### src/rtl/lsu_ctrl_if.sv
// Memory bus between the LSU and the data memory: one request channel
// (valid/ready) and a response channel that only carries load data.
interface lsu_ctrl_if;
  logic        req_valid;
  logic        req_ready;
  logic        req_wen;
  logic [63:0] req_addr;
  logic [63:0] req_wdata;
  logic [7:0]  req_wstrb;
  logic        resp_valid;
  logic [63:0] resp_rdata;

  modport master (
    output req_valid, req_wen, req_addr, req_wdata, req_wstrb,
    input  req_ready, resp_valid, resp_rdata
  );

  modport slave (
    input  req_valid, req_wen, req_addr, req_wdata, req_wstrb,
    output req_ready, resp_valid, resp_rdata
  );
endinterface

### src/rtl/lsu_ctrl.sv
// Load/store unit controller: takes one EX-stage instruction at a time, issues
// a dword-aligned bus request for memory ops and hands the result to WB.
module lsu_ctrl (
  input  logic        clock,
  input  logic        reset,
  input  logic        ex_valid,
  input  logic        mem_ren,
  input  logic        mem_wen,
  input  logic [1:0]  mem_size,
  input  logic        mem_ext_un,
  input  logic [63:0] alu_result,
  input  logic [63:0] store_data,
  input  logic        rd_wena_i,
  input  logic        exception_i,
  lsu_ctrl_if.master  bus,
  output logic        wb_valid,
  output logic [63:0] wb_alu_result,
  output logic [63:0] wb_mem_data,
  output logic [7:0]  wb_byte_enable,
  output logic        wb_mem_to_reg,
  output logic        wb_mem_ext_un,
  output logic        wb_rd_wena,
  output logic        wb_exception,
  output logic        stall,
  output logic        misalign
);

  typedef enum logic [1:0] {IDLE, REQ, WAIT, DONE} state_t;

  typedef struct packed {
    logic        valid;
    logic        wen;
    logic [63:0] addr;
    logic [63:0] wdata;
    logic [7:0]  wstrb;
  } req_t;

  typedef struct packed {
    logic        is_load;
    logic [1:0]  size;
    logic        ext_un;
    logic [63:0] addr;
    logic        rd_wena;
  } ctx_t;

  typedef struct packed {
    logic        valid;
    logic [63:0] alu_result;
    logic [63:0] mem_data;
    logic [7:0]  byte_enable;
    logic        mem_to_reg;
    logic        mem_ext_un;
    logic        rd_wena;
    logic        exception;
    logic        misalign;
  } wb_t;

  function automatic logic [7:0] size_mask(input logic [1:0] s);
    case (s)
      2'd0:    return 8'h01;
      2'd1:    return 8'h03;
      2'd2:    return 8'h0F;
      default: return 8'hFF;
    endcase
  endfunction

  state_t      state_q, state_d;
  req_t        req_q, req_d;
  ctx_t        ctx_q, ctx_d;
  wb_t         wb_q, wb_d;
  logic [63:0] rdata_q, rdata_d;

  logic [2:0]  off;
  logic        is_mem, misaligned, accept, pass_exc;
  logic [7:0]  wstrb_w;
  logic [63:0] wdata_w;

  assign off        = alu_result[2:0];
  assign is_mem     = mem_ren | mem_wen;
  assign misaligned = ((mem_size == 2'd1) & off[0]) |
                      ((mem_size == 2'd2) & (|off[1:0])) |
                      ((mem_size == 2'd3) & (|off));
  assign accept     = (state_q == IDLE) & ex_valid & is_mem & ~exception_i & ~misaligned;
  assign pass_exc   = exception_i | (is_mem & misaligned);
  assign wstrb_w    = size_mask(mem_size) << off;
  assign wdata_w    = store_data << {off, 3'b000};
  assign stall      = (state_q != IDLE) | accept;

  always_comb begin
    state_d     = state_q;
    req_d       = req_q;
    ctx_d       = ctx_q;
    rdata_d     = rdata_q;
    wb_d        = wb_q;
    wb_d.valid    = 1'b0;
    wb_d.misalign = 1'b0;
    case (state_q)
      IDLE: begin
        if (accept) begin
          ctx_d.is_load = mem_ren & ~mem_wen;
          ctx_d.size    = mem_size;
          ctx_d.ext_un  = mem_ext_un;
          ctx_d.addr    = alu_result;
          ctx_d.rd_wena = rd_wena_i;
          req_d.valid   = 1'b1;
          req_d.wen     = mem_wen;
          req_d.addr    = {alu_result[63:3], 3'b000};
          req_d.wdata   = wdata_w;
          req_d.wstrb   = wstrb_w;
          rdata_d       = '0;
          state_d       = REQ;
        end else if (ex_valid) begin
          // Non-memory, faulting or misaligned: retire straight to WB.
          wb_d.valid       = 1'b1;
          wb_d.alu_result  = alu_result;
          wb_d.mem_data    = '0;
          wb_d.byte_enable = is_mem ? size_mask(mem_size) : 8'h00;
          wb_d.mem_to_reg  = mem_ren & ~mem_wen;
          wb_d.mem_ext_un  = mem_ext_un;
          wb_d.exception   = pass_exc;
          wb_d.rd_wena     = rd_wena_i & ~pass_exc;
          wb_d.misalign    = is_mem & misaligned;
        end
      end
      REQ: begin
        if (bus.req_ready) begin
          req_d.valid = 1'b0;
          state_d     = req_q.wen ? DONE : WAIT;
        end
      end
      WAIT: begin
        if (bus.resp_valid) begin
          rdata_d = bus.resp_rdata >> {ctx_q.addr[2:0], 3'b000};
          state_d = DONE;
        end
      end
      DONE: begin
        wb_d.valid       = 1'b1;
        wb_d.alu_result  = ctx_q.addr;
        wb_d.mem_data    = rdata_q;
        wb_d.byte_enable = size_mask(ctx_q.size);
        wb_d.mem_to_reg  = ctx_q.is_load;
        wb_d.mem_ext_un  = ctx_q.ext_un;
        wb_d.exception   = 1'b0;
        wb_d.rd_wena     = ctx_q.rd_wena;
        state_d          = IDLE;
      end
      default: state_d = IDLE;
    endcase
  end

  always_ff @(posedge clock or negedge reset) begin
    if (!reset) begin
      state_q <= IDLE;
      req_q   <= '0;
      ctx_q   <= '0;
      rdata_q <= '0;
      wb_q    <= '0;
    end else begin
      state_q <= state_d;
      req_q   <= req_d;
      ctx_q   <= ctx_d;
      rdata_q <= rdata_d;
      wb_q    <= wb_d;
    end
  end

  assign bus.req_valid  = req_q.valid;
  assign bus.req_wen    = req_q.wen;
  assign bus.req_addr   = req_q.addr;
  assign bus.req_wdata  = req_q.wdata;
  assign bus.req_wstrb  = req_q.wstrb;

  assign wb_valid       = wb_q.valid;
  assign wb_alu_result  = wb_q.alu_result;
  assign wb_mem_data    = wb_q.mem_data;
  assign wb_byte_enable = wb_q.byte_enable;
  assign wb_mem_to_reg  = wb_q.mem_to_reg;
  assign wb_mem_ext_un  = wb_q.mem_ext_un;
  assign wb_rd_wena     = wb_q.rd_wena;
  assign wb_exception   = wb_q.exception;
  assign misalign       = wb_q.misalign;

endmodule

### src/flat_wrapper.sv
// flat-port wrapper written by rule: the top's interface ports become plain ports
module lsu_ctrl_flat 
  (clock, reset, ex_valid, mem_ren, mem_wen, mem_size, mem_ext_un, alu_result, store_data, rd_wena_i, exception_i, wb_valid, wb_alu_result, wb_mem_data, wb_byte_enable, wb_mem_to_reg, wb_mem_ext_un, wb_rd_wena, wb_exception, stall, misalign, bus_req_valid, bus_req_wen, bus_req_addr, bus_req_wdata, bus_req_wstrb, bus_req_ready, bus_resp_valid, bus_resp_rdata);
  lsu_ctrl_if bus_i ();
  input  logic clock;
  input  logic reset;
  input  logic ex_valid;
  input  logic mem_ren;
  input  logic mem_wen;
  input  logic [1:0] mem_size;
  input  logic mem_ext_un;
  input  logic [63:0] alu_result;
  input  logic [63:0] store_data;
  input  logic rd_wena_i;
  input  logic exception_i;
  output logic wb_valid;
  output logic [63:0] wb_alu_result;
  output logic [63:0] wb_mem_data;
  output logic [7:0] wb_byte_enable;
  output logic wb_mem_to_reg;
  output logic wb_mem_ext_un;
  output logic wb_rd_wena;
  output logic wb_exception;
  output logic stall;
  output logic misalign;
  output wire logic [$bits(bus_i.req_valid)-1:0] bus_req_valid;
  output wire logic [$bits(bus_i.req_wen)-1:0] bus_req_wen;
  output wire logic [$bits(bus_i.req_addr)-1:0] bus_req_addr;
  output wire logic [$bits(bus_i.req_wdata)-1:0] bus_req_wdata;
  output wire logic [$bits(bus_i.req_wstrb)-1:0] bus_req_wstrb;
  input wire logic [$bits(bus_i.req_ready)-1:0] bus_req_ready;
  input wire logic [$bits(bus_i.resp_valid)-1:0] bus_resp_valid;
  input wire logic [$bits(bus_i.resp_rdata)-1:0] bus_resp_rdata;
  assign bus_req_valid = bus_i.req_valid;
  assign bus_req_wen = bus_i.req_wen;
  assign bus_req_addr = bus_i.req_addr;
  assign bus_req_wdata = bus_i.req_wdata;
  assign bus_req_wstrb = bus_i.req_wstrb;
  assign bus_i.req_ready = bus_req_ready;
  assign bus_i.resp_valid = bus_resp_valid;
  assign bus_i.resp_rdata = bus_resp_rdata;
  lsu_ctrl u_core (.clock(clock), .reset(reset), .ex_valid(ex_valid), .mem_ren(mem_ren), .mem_wen(mem_wen), .mem_size(mem_size), .mem_ext_un(mem_ext_un), .alu_result(alu_result), .store_data(store_data), .rd_wena_i(rd_wena_i), .exception_i(exception_i), .bus(bus_i), .wb_valid(wb_valid), .wb_alu_result(wb_alu_result), .wb_mem_data(wb_mem_data), .wb_byte_enable(wb_byte_enable), .wb_mem_to_reg(wb_mem_to_reg), .wb_mem_ext_un(wb_mem_ext_un), .wb_rd_wena(wb_rd_wena), .wb_exception(wb_exception), .stall(stall), .misalign(misalign));
endmodule
### config.mk
export PLATFORM = sky130hd
export DESIGN_NAME = lsu_ctrl_flat
export DESIGN_NICKNAME = d
export VERILOG_FILES = /design/src/rtl/lsu_ctrl_if.sv /design/src/rtl/lsu_ctrl.sv /design/src/flat_wrapper.sv
export SDC_FILE = /design/constraint.sdc
export NUM_CORES = 1
export LEC_CHECK = 0
export ABC_AREA = 1
export CORE_MARGIN = 8
export CORE_UTILIZATION = 50
export CTS_CLUSTER_SIZE = 30
export DETAILED_ROUTE_END_ITERATION = 12
export PLACE_DENSITY = 0.82
export SLEW_MARGIN = 20
export SYNTH_ARGS = -nofsm -noshare
export SYNTH_HDL_FRONTEND = slang
export SYNTH_SLANG_ARGS = --single-unit
export TNS_END_PERCENT = 10
### constraint.sdc
create_clock -name clock -period 5.8 [get_ports clock]
set_input_delay 1.16 -clock clock [delete_from_list [all_inputs] [get_ports clock]]
set_output_delay 1.16 -clock clock [all_outputs]
set_load 0.01 [all_outputs]
# == After elaboration in Yosys (flattened, before gate mapping) ==
# Cells that the tools add are included.
# word_totals
regBits,412
inputBits,204
word_cells,88
out_inout_bits,281
# classes
n_eq_ne,13
bitwise,19
shift,3
n_mux,18
n_reduce_logical,14
# op_table
cell,count
$mux 142,2
$pmux 141 s2,1
$mux 138,1
$mux 64,2
$pmux 64 s2,1
$shl 64x6->64,1
$shr 64x6->64,1
$pmux 8 s3,2
$reduce_and 3->1,4
$and 1x1->1,10
$eq 2x2->1 const B,5
$mux 8,1
$ne 2x2->1 const B,4
$pmux 2 s4,1
$reduce_bool 2->1,4
$shl 8x3->8,1
$eq 2x1->1 const B,3
$logic_not 2->1,3
$mux 2,3
$or 1x1->1,5
$not 1->1,4
$mux 1,3
$reduce_or 3->1,1
$ne 2x1->1 const B,1
3 further kinds,3

# == Logic depth before layout (Yosys ltp) ==
# logic_depth
word_depth,11
mapped_depth,12
mapped_depth_nobuf,10

# == Least setup slack after synthesis ==
# Ideal clock, no wire load.
# synth_path
path_type,input-to-output
start,input alu_result[1]
end,output stall
cell_stages,7
slack_ns,2.768
n_path_buf,2
arrival_ns,1.872
t_required_ns,4.640
cell_sequence,buf_4 -> nor2_4 -> nand2_1 -> nand2_1 -> nand3_1 -> buf_6 -> nand2_4
# synth_between
elab_chain_len,7
word_cells_on_any_way,9
classes_between,bitwise: 7; reduce/logical: 2
# synth_lines
item,line,text
from (decl),flat_wrapper.sv:12,input logic [63:0] alu_result;
$reduce_or 2->1,lsu_ctrl.sv:81,((mem_size == 2'd2) & (|off[1:0])) |
$and 1x1->1,lsu_ctrl.sv:81,
$or 1x1->1,lsu_ctrl.sv:80,assign misaligned = ((mem_size == 2'd1) & off[0]) |
$or 1x1->1 (*),lsu_ctrl.sv:81,
$not 1->1 (*),lsu_ctrl.sv:83,assign accept = (state_q == IDLE) & ex_valid & is_mem & ~exception_i & ~misaligned;
$and 1x1->1 (*),lsu_ctrl.sv:83,
$or 1x1->1 (*),lsu_ctrl.sv:87,assign stall = (state_q != IDLE) | accept;
to (decl),flat_wrapper.sv:24,output logic stall;
# Every way passes the cells marked *; elsewhere a longest branch is shown, timed or not.

# == Final worst setup path ==
# layout_path
start,input mem_size[1]
end,output stall
# layout_between
elab_chain_len,7
word_cells_on_any_way,11
classes_between,eq/ne: 3; bitwise: 8
# layout_lines
item,line,text
from (decl),flat_wrapper.sv:10,input logic [1:0] mem_size;
$eq 2x1->1 or $eq 2x2->1 (tied branches),"lsu_ctrl.sv:80, lsu_ctrl.sv:81",
"$and 1x1->1, on equally long branches","lsu_ctrl.sv:80, lsu_ctrl.sv:81",
$or 1x1->1,lsu_ctrl.sv:80,
$or 1x1->1 (*),lsu_ctrl.sv:81,
$not 1->1 (*),lsu_ctrl.sv:83,
$and 1x1->1 (*),lsu_ctrl.sv:83,
$or 1x1->1 (*),lsu_ctrl.sv:87,
# Marks and branches as above.

==> results.py <==
metrics = {
    "run_status": {
        "outcome": "complete, no violations",
    },
    "detailed_routing": {
        "drc": 0,
        "wl_mm": 65.6,
        "via_per_inst": 5.47,
        "wl_per_cell_um": 20.7,
        "via_count": 17300,
        "ant_nets": 0,
        "drt_iter0_markers": 1601,
        "drt-pass1-iter-count": 9,
    },
    "final_layout": {
        "regMostFlops": "u_core.ctx_q",
        "drive_gt1_share_pct": 4.33,
        "fin_util_pct": 66.4,
        "largest_reg_flops": 69,
        "area_growth_pct": 31.7,
        "stdcell_area_um2": 23500,
        "nets": 2877,
    },
    "logic_synthesis": {
        "ys.flop_type": "dfrtp_1",
        "yosysTopAreaCellShare_pct": 48.8,
        "synth_edf_count": 0,
        "synth.distinct_cells": 34,
        "seq_area_frac_synth_pct": 48.8,
        "yosysMostFrequentCell": "nand2_1",
        "synth-async-reset-ratio_pct": 100,
        "syn_inst": 2354,
        "ys_ff_latch": 347,
        "synthesis.area_um2": 17800,
        "syn_area_per_cell_um2": 7.56,
        "synth_area_leaders": "dfrtp_1 (49%), nand2_1 (22%), o21ai_0 (8.3%)",
        "synth_top_cell_by_area": "dfrtp_1",
        "ys_top_cells_by_count": "nand2_1 (1045), dfrtp_1 (347), o21ai_0 (295), nand3_1 (136), inv_1 (95)",
        "yosysWarningCount": 0,
    },
    "global_route": {
        "grt-ovfl-total": 0,
        "grt_start_max_net_pins": 201,
        "grt_usage_pct": 30.5,
        "antenna_found_initial": 8,
        "grtUsageMet3_pct": 7.99,
        "top_usage_layer": "met2",
        "gr-usage-met1_pct": 38.7,
        "use_met2_pct": 49.2,
        "grt_pass1_vias": 17200,
        "grt_pass1_wl_mm": 100,
    },
    "min_path": {
        "hold_path.startpoint": "u_core.wb_alu_result[17]",
        "min_path_cells": 2,
        "min_path_type": "flip-flop to flip-flop",
        "hold_end": "u_core.wb_alu_result[17]",
    },
    "placement": {
        "dpl_cell_area_um2": 22200,
        "gp_congestion": 0.988,
        "preCtsSetupSlack_ps": 1660,
        "io_buffers": 481,
        "hpwl_mm": 47.7,
    },
    "clock_tree": {
        "cts_inserted_buffers": 38,
        "cts_tree": "done",
        "htree_levels": 2,
        "cts_max_path_buffers": 3,
        "insertion_delay_ps": 540,
        "clockRootBuffer": "clkbuf_16",
        "post_cts_resized": 0,
        "cts.clk_slew.worst_paths_ps": 60,
        "clock-sinks": 347,
        "post_cts_buffers": 0,
        "hold_buffers": 0,
    },
    "timing": {
        "rsz0062_at_grt": "no",
        "period_share_pct": 70.5,
        "finalMaxSlewViolations": 0,
        "tns_ps": 0,
        "worst_pin_slew_ps": 1090,
        "slew_headroom_pct": 27.1,
        "hold_viol": 0,
        "clock.fmax_mhz": 245,
        "min_period_ps": 4090,
        "clock_skew_ps": 15.1,
        "fin_ws_ps": 1710,
        "setup_viol": 0,
    },
    "power": {
        "p_total_mw": 12.1,
        "powerDensity_nw_per_um2": 516,
        "leakage_nw": 11.0,
        "peakVddDrop_uv": 473,
    },
    "job": {
        "maxCapViolCount": 0,
    },
    "floorplan": {
        "fp.dieW_um": 205,
        "rows": 69,
        "die-height_um": 205,
        "dieArea_um2": 41900,
        "start_util_pct": 50.4,
        "coreArea_um2": 35300,
        "pin_count": 485,
    },
    "setup_path": {
        "cp.arrival_ps": 2930,
        "r2r-start": "u_core.state_q[0]",
        "worst-path-max-fanout": 5,
        "r2r-end": "u_core.bus.req_wdata[46]",
        "path_class": "primary input to primary output",
        "end_kind": "primary output",
        "cp.required_ps": 4640,
        "rr_worst_depth": 9,
        "cp-start-kind": "primary input",
        "startpoint": "mem_size[1]",
        "r2r_slack_ps": 2500,
    },
}
==> worst max-delay path: stages <==
cell and delay [ps]:
clkdlybuf4s50_1 470, inv_1 150, nand2_1 100, nand3_1 160
nand3_4 120, nand2_4 120, clkdlybuf4s50_1 640
==> worst max-delay path by stage <==
stage	end	slack [ps]	cells past startpoint
finish	stall	1710	7
global route	stall	1580	8
CTS	stall	1710	7
detailed placement	u_core.wb_alu_result[50]	1660	12
global placement	u_core.wb_alu_result[44]	1690	12
floorplan	stall	2770	7
==> logic make-up (layout without fill, tap and decap cells) <==
kind of cell	Yosys count	after routing	share of synthesized area, %
AOI/OAI and AO/OA	419	419	13.0
adders and majority gates	4	4	0.281
buffers and inverters	331	674	9.31
DFF	347	347	48.8
muxes	24	24	1.35
other	1	7	0.0211
and+or+nand+nor	1228	1228	27.2
==> cell usage in the layout, fill, tap and decap left out, types with 4 or more instances in the layout <==
cell type	count
nand2_1	1044
clkdlybuf4s50_1	477
dfrtp_1	346
o21ai_0	295
nand3_1	135
inv_1	95
o211ai_1	39
clkbuf_16	38
a21oi_1	31
o31ai_1	30
nor2_1	25
mux2i_1	24
buf_4	20
clkbuf_1	11
or2_2	10
o21ai_1	7
o21ai_2	6
clkbuf_8	6
clkinv_2	6
inv_2	5
nand4_1	5
diode_2	4
bufinv_16	4
==> layout make-up <==
type,count,area [um2]
inverters,100,375
clock buffers,55,1070
multi-input cells,1678,7510
fillers,2993,11900
diodes,4,10.0
clock inverters,15,200
flip-flops and latches,347,8680
repair buffers,504,5010
well taps,461,577
==> layer usage <==
layer | part of all wire [%] | vias to the layer above
met4 | 4.2 | 8
met5 | 0.076 | -
li1 | - | 8122
met1 | 40 | 8221
met3 | 9.2 | 152
met2 | 47 | 796
==> through the flow <==
stage          std cells  hold WS, ps
2_1_floorplan       2356          449
3_3_place_gp        3090          463
3_5_place_dp        3090          464
4_1_cts             3160          481
5_1_grt             3162          494
6_report            3164          480
==> power breakdown <==
group / internal, mW / switching, mW
sequential: 3.38 / 0.689
combinational: 2.30 / 3.23
clock: 1.48 / 1.02
total: 7.15 / 4.94
Note: power is estimated with default switching activity, not from simulation.
